## src/rtl/lif_pkg.sv

```systemverilog
`default_nettype none
// +----------------------------------------------------------------------------+
// | Module   : lif_pkg                                                         |
// | Brief    : Shared types, defaults and saturating helpers for the LIF tile. |
// | Revision : 1.0                                                             |
// +----------------------------------------------------------------------------+
package lif_pkg;

    typedef enum logic [1:0] {
        IDLE   = 2'd0,
        UPDATE = 2'd1,
        DONE   = 2'd2
    } state_t;

    localparam int N_DEF = 4;
    localparam int W_DEF = 8;
    localparam int W_MAX = 16;

    typedef logic [W_MAX-1:0] word_t;

    // Operands are zero-extended to W_MAX; max carries the caller's ceiling.
    function automatic word_t sat_add(input word_t a, input word_t b, input word_t max);
        logic [W_MAX:0] s;
        s = {1'b0, a} + {1'b0, b};
        return (s > {1'b0, max}) ? max : s[W_MAX-1:0];
    endfunction

    function automatic word_t sat_sub(input word_t a, input word_t b);
        return (a > b) ? (a - b) : '0;
    endfunction

endpackage
`default_nettype wire

```

## src/rtl/lif_core.sv

```systemverilog
`default_nettype none
// +----------------------------------------------------------------------------+
// | Module   : lif_core                                                        |
// | Brief    : Combinational leak/integrate/fire update for a single neuron.   |
// | Revision : 1.0                                                             |
// +----------------------------------------------------------------------------+
module lif_core
    import lif_pkg::*;
#(
    parameter int           W        = W_DEF,
    parameter logic [W-1:0] THR_STEP = W'(16)
) (
    input  logic [W-1:0] v,
    input  logic [W-1:0] cur,
    input  logic [W-1:0] off,
    input  logic [W-1:0] thr_base,
    input  logic [2:0]   beta_shift,
    input  logic         adapt_en,
    output logic [W-1:0] v_next,
    output logic [W-1:0] off_next,
    output logic         fire
);

    localparam word_t c_max = word_t'((32'd1 << W) - 32'd1);

    logic [W-1:0] w_leak;
    logic [W-1:0] w_vl;
    logic [W-1:0] w_sum;
    logic [W-1:0] w_eff_thr;

    assign w_leak    = v >> beta_shift;
    assign w_vl      = v - w_leak;
    assign w_sum     = W'(sat_add(word_t'(w_vl), word_t'(cur), c_max));
    assign w_eff_thr = W'(sat_add(word_t'(thr_base), word_t'(off), c_max));
    assign fire      = (w_sum >= w_eff_thr);
    assign v_next    = fire ? '0 : w_sum;

    // With adaptation disabled the offset is frozen but still biases the threshold.
    always_comb begin
        off_next = off;
        if (adapt_en) begin
            if (fire) off_next = W'(sat_add(word_t'(off), word_t'(THR_STEP), c_max));
            else      off_next = W'(sat_sub(word_t'(off), word_t'(1)));
        end
    end

endmodule
`default_nettype wire

```

## src/rtl/lif_scheduler.sv

```systemverilog
`default_nettype none
// +----------------------------------------------------------------------------+
// | Module   : lif_scheduler                                                   |
// | Brief    : Time-multiplexes one LIF datapath across N neurons per step.    |
// | Revision : 1.0                                                             |
// +----------------------------------------------------------------------------+
module lif_scheduler
    import lif_pkg::*;
#(
    parameter int           N        = N_DEF,
    parameter int           W        = W_DEF,
    parameter logic [W-1:0] THR_STEP = W'(16)
) (
    input  logic                 clk,
    input  logic                 rst_n,
    input  logic                 start,
    input  logic [N*W-1:0]       current_in,
    input  logic [W-1:0]         thr_base,
    input  logic [2:0]           beta_shift,
    input  logic                 adapt_en,
    output logic                 busy,
    output logic                 done,
    output logic [N-1:0]         spikes,
    output logic                 evt_valid,
    output logic [$clog2(N)-1:0] evt_idx,
    input  logic                 evt_ready,
    input  logic [$clog2(N)-1:0] sel,
    output logic [W-1:0]         state_out
);

    localparam int IW = $clog2(N);

    state_t          r_state;
    logic [IW-1:0]   r_idx;
    logic [W-1:0]    r_v   [N];
    logic [W-1:0]    r_off [N];
    logic [N-1:0]    r_work;
    logic [N-1:0]    r_spikes;
    logic            r_evt_valid;
    logic [IW-1:0]   r_evt_idx;
    logic            r_busy;
    logic            r_done;
    logic [W-1:0]    r_state_out;

    logic [W-1:0]    w_v_next;
    logic [W-1:0]    w_off_next;
    logic            w_fire;
    logic            w_drain;
    logic            w_commit;
    logic [N-1:0]    w_work_next;

    lif_core #(
        .W        (W),
        .THR_STEP (THR_STEP)
    ) u_core (
        .v          (r_v[r_idx]),
        .cur        (current_in[int'(r_idx)*W +: W]),
        .off        (r_off[r_idx]),
        .thr_base   (thr_base),
        .beta_shift (beta_shift),
        .adapt_en   (adapt_en),
        .v_next     (w_v_next),
        .off_next   (w_off_next),
        .fire       (w_fire)
    );

    // A spike may only commit if the event slot is free or emptying this cycle.
    assign w_drain     = r_evt_valid & evt_ready;
    assign w_commit    = (r_state == UPDATE) & ~(w_fire & r_evt_valid & ~evt_ready);
    assign w_work_next = r_work | (w_fire ? (N'(1) << r_idx) : '0);

    always_ff @(posedge clk or negedge rst_n) begin
        if (!rst_n) begin
            r_state     <= IDLE;
            r_idx       <= '0;
            r_work      <= '0;
            r_spikes    <= '0;
            r_evt_valid <= 1'b0;
            r_evt_idx   <= '0;
            r_busy      <= 1'b0;
            r_done      <= 1'b0;
            r_state_out <= '0;
            for (int k = 0; k < N; k++) begin
                r_v[k]   <= '0;
                r_off[k] <= '0;
            end
        end else begin
            r_state_out <= r_v[sel];
            r_done      <= 1'b0;

            if (w_commit && w_fire) begin
                r_evt_valid <= 1'b1;
                r_evt_idx   <= r_idx;
            end else if (w_drain) begin
                r_evt_valid <= 1'b0;
            end

            case (r_state)
                IDLE: begin
                    if (start) begin
                        r_state <= UPDATE;
                        r_idx   <= '0;
                        r_work  <= '0;
                        r_busy  <= 1'b1;
                    end
                end
                UPDATE: begin
                    if (w_commit) begin
                        r_v[r_idx]   <= w_v_next;
                        r_off[r_idx] <= w_off_next;
                        r_work       <= w_work_next;
                        if (r_idx == IW'(N - 1)) r_state <= DONE;
                        else                     r_idx   <= r_idx + 1'b1;
                    end
                end
                DONE: begin
                    r_state  <= IDLE;
                    r_idx    <= '0;
                    r_busy   <= 1'b0;
                    r_done   <= 1'b1;
                    r_spikes <= r_work;
                end
                default: r_state <= IDLE;
            endcase
        end
    end

    assign busy      = r_busy;
    assign done      = r_done;
    assign spikes    = r_spikes;
    assign evt_valid = r_evt_valid;
    assign evt_idx   = r_evt_idx;
    assign state_out = r_state_out;

endmodule
`default_nettype wire

```

## config.mk

```make
export PLATFORM = sky130hd
export DESIGN_NAME = lif_scheduler
export DESIGN_NICKNAME = d
export VERILOG_FILES = /design/src/rtl/lif_pkg.sv /design/src/rtl/lif_core.sv /design/src/rtl/lif_scheduler.sv
export SDC_FILE = /design/constraint.sdc
export NUM_CORES = 1
export LEC_CHECK = 0
export BUFFER_PORTS_ARGS = -buffer_cell sky130_fd_sc_hd__buf_2
export CORE_UTILIZATION = 24
export CTS_BUF_LIST = sky130_fd_sc_hd__clkbuf_8
export CTS_CLUSTER_DIAMETER = 120
export CTS_CLUSTER_SIZE = 30
export DETAILED_ROUTE_END_ITERATION = 16
export MAX_ROUTING_LAYER = met4
export PLACE_DENSITY_LB_ADDON = 0.2
export SYNTH_ARGS = -nofsm -noshare
export SYNTH_HDL_FRONTEND = slang
export SYNTH_HIERARCHICAL = 1
export SYNTH_SLANG_ARGS = --single-unit
```

## constraint.sdc

```tcl
create_clock -name clk -period 7.8 [get_ports clk]
set_input_delay 0 -clock clk [delete_from_list [all_inputs] [get_ports clk]]
set_output_delay 0 -clock clk [all_outputs]
set_load 0.02 [all_outputs]
```

# Word level (Yosys, flattened, before mapping)
# Cells that the tools add are included.
# word_totals
ff_bits	89
output_inout_bits	17
# op_classes
n_shift	3
eq_ne	7
n_addsub	6
mux	37
bitwise	9
n_reduce_logical	12
n_lt_le_gt_ge	8
# ops
operator	n
$mux W8	14
$bwmux W32	2
$bmux W8 S2	3
$shiftx A32 B6 Y8	1
$gt A9 B8 Y1 const B	3
$add A8 B8 Y9	2
$demux W8 S2	1
$mux W2	6
$mux W4	3
$add A8 B5 Y9 const B	1
$ge A8 B8 Y1	1
$gt A8 B1 Y1 const B	1
$pmux W4 S2	1
$shr A8 B3 Y8	1
$sub A8 B1 Y8 const B	1
$sub A8 B8 Y8	1
$ge A3 B3 Y1 const B	2
$ne A2 B2 Y1 const B	3
$not A2 Y3	2
$pmux W2 S3	1
$reduce_and A3 Y1	2
$reduce_bool A2 Y1	3
$and A1 B1 Y1	4
$eq A2 B2 Y1 const B	2
15 further kinds	21

# Longest topological paths before layout
# depth
ltp_word	16
mapped_depth	34
depth_no_buf	29

# Cells and area by module
# The synthesis kept the hierarchy.
# modules_own_cells
mod	seq_area_each_um2	cells_each	area_each_um2	instances
lif_scheduler	2227.1	250	4352.9	1
lif_core	0.0	260	1891.8	1

# Least setup slack after synthesis
# Ideal clock, no wire load.
# synth_timing
path_type	register to register
startpoint	register r_idx[0]
endpoint	register r_off[0] (netlist name)
slack_ns	1.521
stages_incl_launch_ff	31
t_arrival_ns	6.154
cell_sequence	dfrtp_1 > buf_2 > mux4_2 > mux2_2 > nor2_1 > a211oi_1 > a21oi_1 > ha_1 > nor2b_1 > o21ai_0 > a21boi_0 > o21ai_0 > nor2b_1 > xnor2_1 > ha_1 > a21oi_1 > o21ai_1 > a311oi_2 > nand2_1 > ha_1 > nand2_1 > o21ai_0 > a41oi_2 > or2_4 > inv_2 > buf_6 > nand3b_4 > and3_1 > buf_6 > buf_12 > mux2_4
# synth_between
elab_chain_cells	15
word_cells_on_any_way	36
classes_between	5 x add/sub; 7 x order compare; 2 x shift; 15 x mux; 5 x bitwise; 2 x reduce/logical
# synth_lines
element	line_no	text
from (decl)	lif_scheduler.sv:34	logic [IW-1:0] r_idx;
from (signal assigned)	lif_scheduler.sv:113	else r_idx <= r_idx + 1'b1;
$not A2 Y3 (implied by the code)	lif_scheduler.sv:56, lif_scheduler.sv:58	
$bmux W8 S2	lif_scheduler.sv:56	.v (r_v[r_idx]),
$mux W8 (implied by the code) (2 in a row)	lif_scheduler.sv:56	
$shr A8 B3 Y8	lif_core.sv:31	assign w_leak = v >> beta_shift;
$sub A8 B8 Y8	lif_core.sv:32	assign w_vl = v - w_leak;
$add A8 B8 Y9	lif_pkg.sv:24	s = {1'b0, a} + {1'b0, b};
$gt A9 B8 Y1	lif_pkg.sv:25	return (s > {1'b0, max}) ? max : s[W_MAX-1:0];
$mux W8	lif_pkg.sv:25	
$ge A8 B8 Y1 *	lif_core.sv:35	assign fire = (w_sum >= w_eff_thr);
via w_fire	lif_scheduler.sv:47	logic w_fire;
$and A1 B1 Y1 (2 in a row)	lif_scheduler.sv:69	assign w_commit = (r_state == UPDATE) & ~(w_fire & r_evt_valid & ~evt_ready);
$not A1 Y1	lif_scheduler.sv:69	
$and A1 B1 Y1	lif_scheduler.sv:69	
$reduce_and A2 Y1 (no line)	--	
to (signal, indexed assignment)	lif_scheduler.sv:110	r_off[r_idx] <= w_off_next;
to (decl)	lif_scheduler.sv:36	logic [W-1:0] r_off [N];
# Mark *: on every way through the listed nets, which the timed path passes. The rest lies on a longest branch. The select of a mux whose other input is x is not followed.
# A chain may end at the register's enable or synchronous reset.

# Worst setup path in the final report
# layout_timing
startpoint	register r_idx[0]
endpoint	register r_off[27] (netlist name)
# The elaborated chain is that of the path after synthesis.

==> out/qor.yml <==
run_status:
  outcome: "finished, final reports clean"
synth:
  synth_edf_count: 0
  synth_nets: 605
  synth.top_cells.by_count: "dfrtp_1 (89), ha_1 (42), mux2_4 (39)"
  yosysTopAreaCell: "dfrtp_1"
  synthArstFlopShare_pct: 100
  synthTopCellsByArea: "dfrtp_1 (36%), mux4_2 (12%), mux2_4 (9.4%), ha_1 (8.4%), mux2_2 (5.8%)"
  synth_warnings: 6
  netlist_area_um2: 6240
  netlist-cell-type-count: 70
  syn-instance-count: 510
  post-synth-top-count-cell: "dfrtp_1"
  ys_seq_elements: 89
  syn-mean-instance-area_um2: 12.2
  yosysTopAreaCellShare_pct: 35.7
  ys_seq_area_share_pct: 35.7
  synth_top_flop_cell: "dfrtp_1"
cts:
  cts_root_buffer: "clkbuf_8"
  cts_tree: "done"
  cts_resized: 0
  clkLatencyLatePin_ns: 0.38
  clock_sinks: 89
  clkTransAtPathRegs_ns: 0.09
  numCtsBuffers: 9
  clk_path_buf_depth: 2
  h-tree-depth: 3
  post_cts_buffers: 0
setup_path:
  endpoint_kind: "register"
  cp_max_fo: 16
  crit_arrival_ns: 7.40
  start_kind: "register"
  critPathRequiredTime_ns: 8.06
  criticalPathCategory: "register to register"
global_route:
  grt_max_degree: 54
  grt_pass1_vias: 4576
  overflow: 0
  grt_usage_pct: 12.5
  antenna_found_initial: 0
  grt_pass1_wl_um: 24800
drt:
  vias: 4373
  drt-total-wl_um: 15500
  dr.pass1.iters: 4
  drt_iter0_drc: 188
  antenna_left: 0
  viasPerCell: 4.82
  drcViolationCount: 0
  wl_per_cell_um: 17.1
floorplanning:
  start_util_pct: 24.7
  die_w_um: 163
  io_pins: 67
  dieArea_um2: 26700
  die_h_um: 163
  placementRows: 58
  core-area_um2: 25300
worst_hold_path:
  worst_hold_path_type: "input pin to register"
layout:
  drive_above_1_share_pct: 36.4
  area_delta_synth_final_pct: 13.0
  diodes: 0
  nFillCells: 2606
  finalNetCount: 667
sta:
  worst_pin_slew_ns: 0.738
  relSlewSlack_pct: 50.5
  fmax_ghz: 0.140
  hold_violations: 0
  tns_ns: 0
  drv_slew: 0
  finalClockSkew_ns: 0.0142
  setup_violations: 0
  period_minus_slack_ns: 7.14
  rsz0062_at_grt: "false"
  fin_crit_sh_pct: 91.5
placement:
  port_buffers: 66
  gp_congestion: 0.798
  dp_hpwl_um: 11800
run:
  cap_viol_max_count: 0
## per-stage QoR
step | hold slack [ns] | util, % | std cells | worst slack [ns] | cell area (um2)
global route | 0.0572 | 27.9 | 907 | 0.0667 | 7060
global placement | -0.00804 | 27.0 | 888 | 0.857 | 6840
detailed placement | -0.000455 | 27.0 | 888 | 0.658 | 6840
CTS | 0.0538 | 27.9 | 907 | 0.601 | 7060
finish | 0.0649 | 27.9 | 907 | 0.661 | 7060
floorplan | -0.296 | - | 510 | 1.52 | 6240
## registers in the layout, summed over array words and instances, names as in the netlist
name / count
busy: 1
done: 1
evt_idx: 2
evt_valid: 1
r_idx: 2
r_off: 32
r_state: 2
r_v: 32
r_work: 4
spikes: 4
state_out: 8
## layout by cell type, fill, tap and decap left out, types with 3 or more instances in the layout
cell / instances
dfrtp_1: 88
buf_2: 65
ha_1: 42
mux2_4: 39
mux4_2: 32
mux2_2: 32
nor2_1: 31
a21oi_1: 26
nand2_1: 21
inv_1: 19
o21ai_0: 16
clkbuf_8: 11
mux2i_1: 10
buf_4: 9
a211oi_1: 9
o21a_1: 9
nor2b_1: 8
nand2b_1: 7
nor3_1: 6
xnor2_1: 6
xor2_1: 6
a22o_1: 5
nand3_1: 5
a21o_1: 5
and3_1: 4
clkinvlp_4: 4
dlygate4sd3_1: 3
or3_1: 3
o22ai_1: 3
fa_1: 3
## critical path, stage by stage (launching register included)
cell and delay, ns:
dfrtp_2 0.74, mux4_2 0.64, mux2_2 0.30, nor2_1 0.09
a211oi_1 0.06, a21oi_1 0.24, ha_1 0.29, nor2b_1 0.13
o21ai_0 0.22, a21boi_0 0.16, o21ai_0 0.22, nor2b_1 0.20
xnor2_1 0.14, ha_1 0.29, a21oi_1 0.14, o21ai_1 0.16
a311oi_2 0.57, nand2_1 0.11, ha_1 0.33, a21oi_1 0.15
o21ai_0 0.12, a41oi_2 0.28, or2_4 0.26, inv_2 0.17
nand3b_4 0.14, and3_1 0.16, buf_4 0.32, mux2_2 0.38
## layout make-up
cell class,instances,area [um2],area share [%]
multi-input cells,375,3730,52.8
flip-flops and latches,89,2230,31.6
repair buffers,77,423,5.99
well taps,330,413,5.85
clock buffers,11,151,2.15
inverters,20,75.1,1.06
clock inverters,5,38.8,0.550
## final timing paths
check,from,slack [ns],depth (start not counted),endpoint
min reg2reg,busy$_DFFE_PN0P_,0.50,2,busy$_DFFE_PN0P_
min,sel[1],0.06,2,state_out[1]$_DFF_PN0_
max reg2reg,r_idx[0]$_DFFE_PN0P_,0.66,27,r_off[27]$_DFFE_PN0P_
max,r_idx[0]$_DFFE_PN0P_,0.66,27,r_off[27]$_DFFE_PN0P_
min in group asynchronous,rst_n,0.12,2,r_v[12]$_DFFE_PN0P_
max in group asynchronous,rst_n,6.59,3,r_idx[0]$_DFFE_PN0P_
## what timing repair did
| action | CTS | global route |
|---|---|---|
| hold buffers | 3 | 0 |
| setup endpoints to repair | 0 | 0 |
| hold endpoints to repair | 40 | 0 |
## layer usage
metal | GRT usage, % | wire length, um | vias to the layer above
li1 | - | - | 2036
met1 | 15.8 | 7150 | 2204
met2 | 20.5 | 7520 | 115
met3 | 2.16 | 696 | 18
met4 | 3.23 | 179 | 0
met5 | - | 0 | -
## cells by family (layout without fill, tap and decap cells)
| logic type | Yosys count | count (layout) | share of synthesized area, % |
|---|---|---|---|
| AOI/OAI and AO/OA | 99 | 99 | 11.1 |
| buffers and inverters | 46 | 113 | 4.67 |
| xor gates and xnor gates | 12 | 12 | 1.68 |
| and+or+nand+nor | 105 | 105 | 9.10 |
| muxes | 113 | 113 | 28.3 |
| DFF | 89 | 89 | 35.7 |
| adders and majority gates | 46 | 46 | 9.54 |
Power is not shown: default switching activity piles up to over one toggle a cycle in this logic, so the estimate is an artifact.
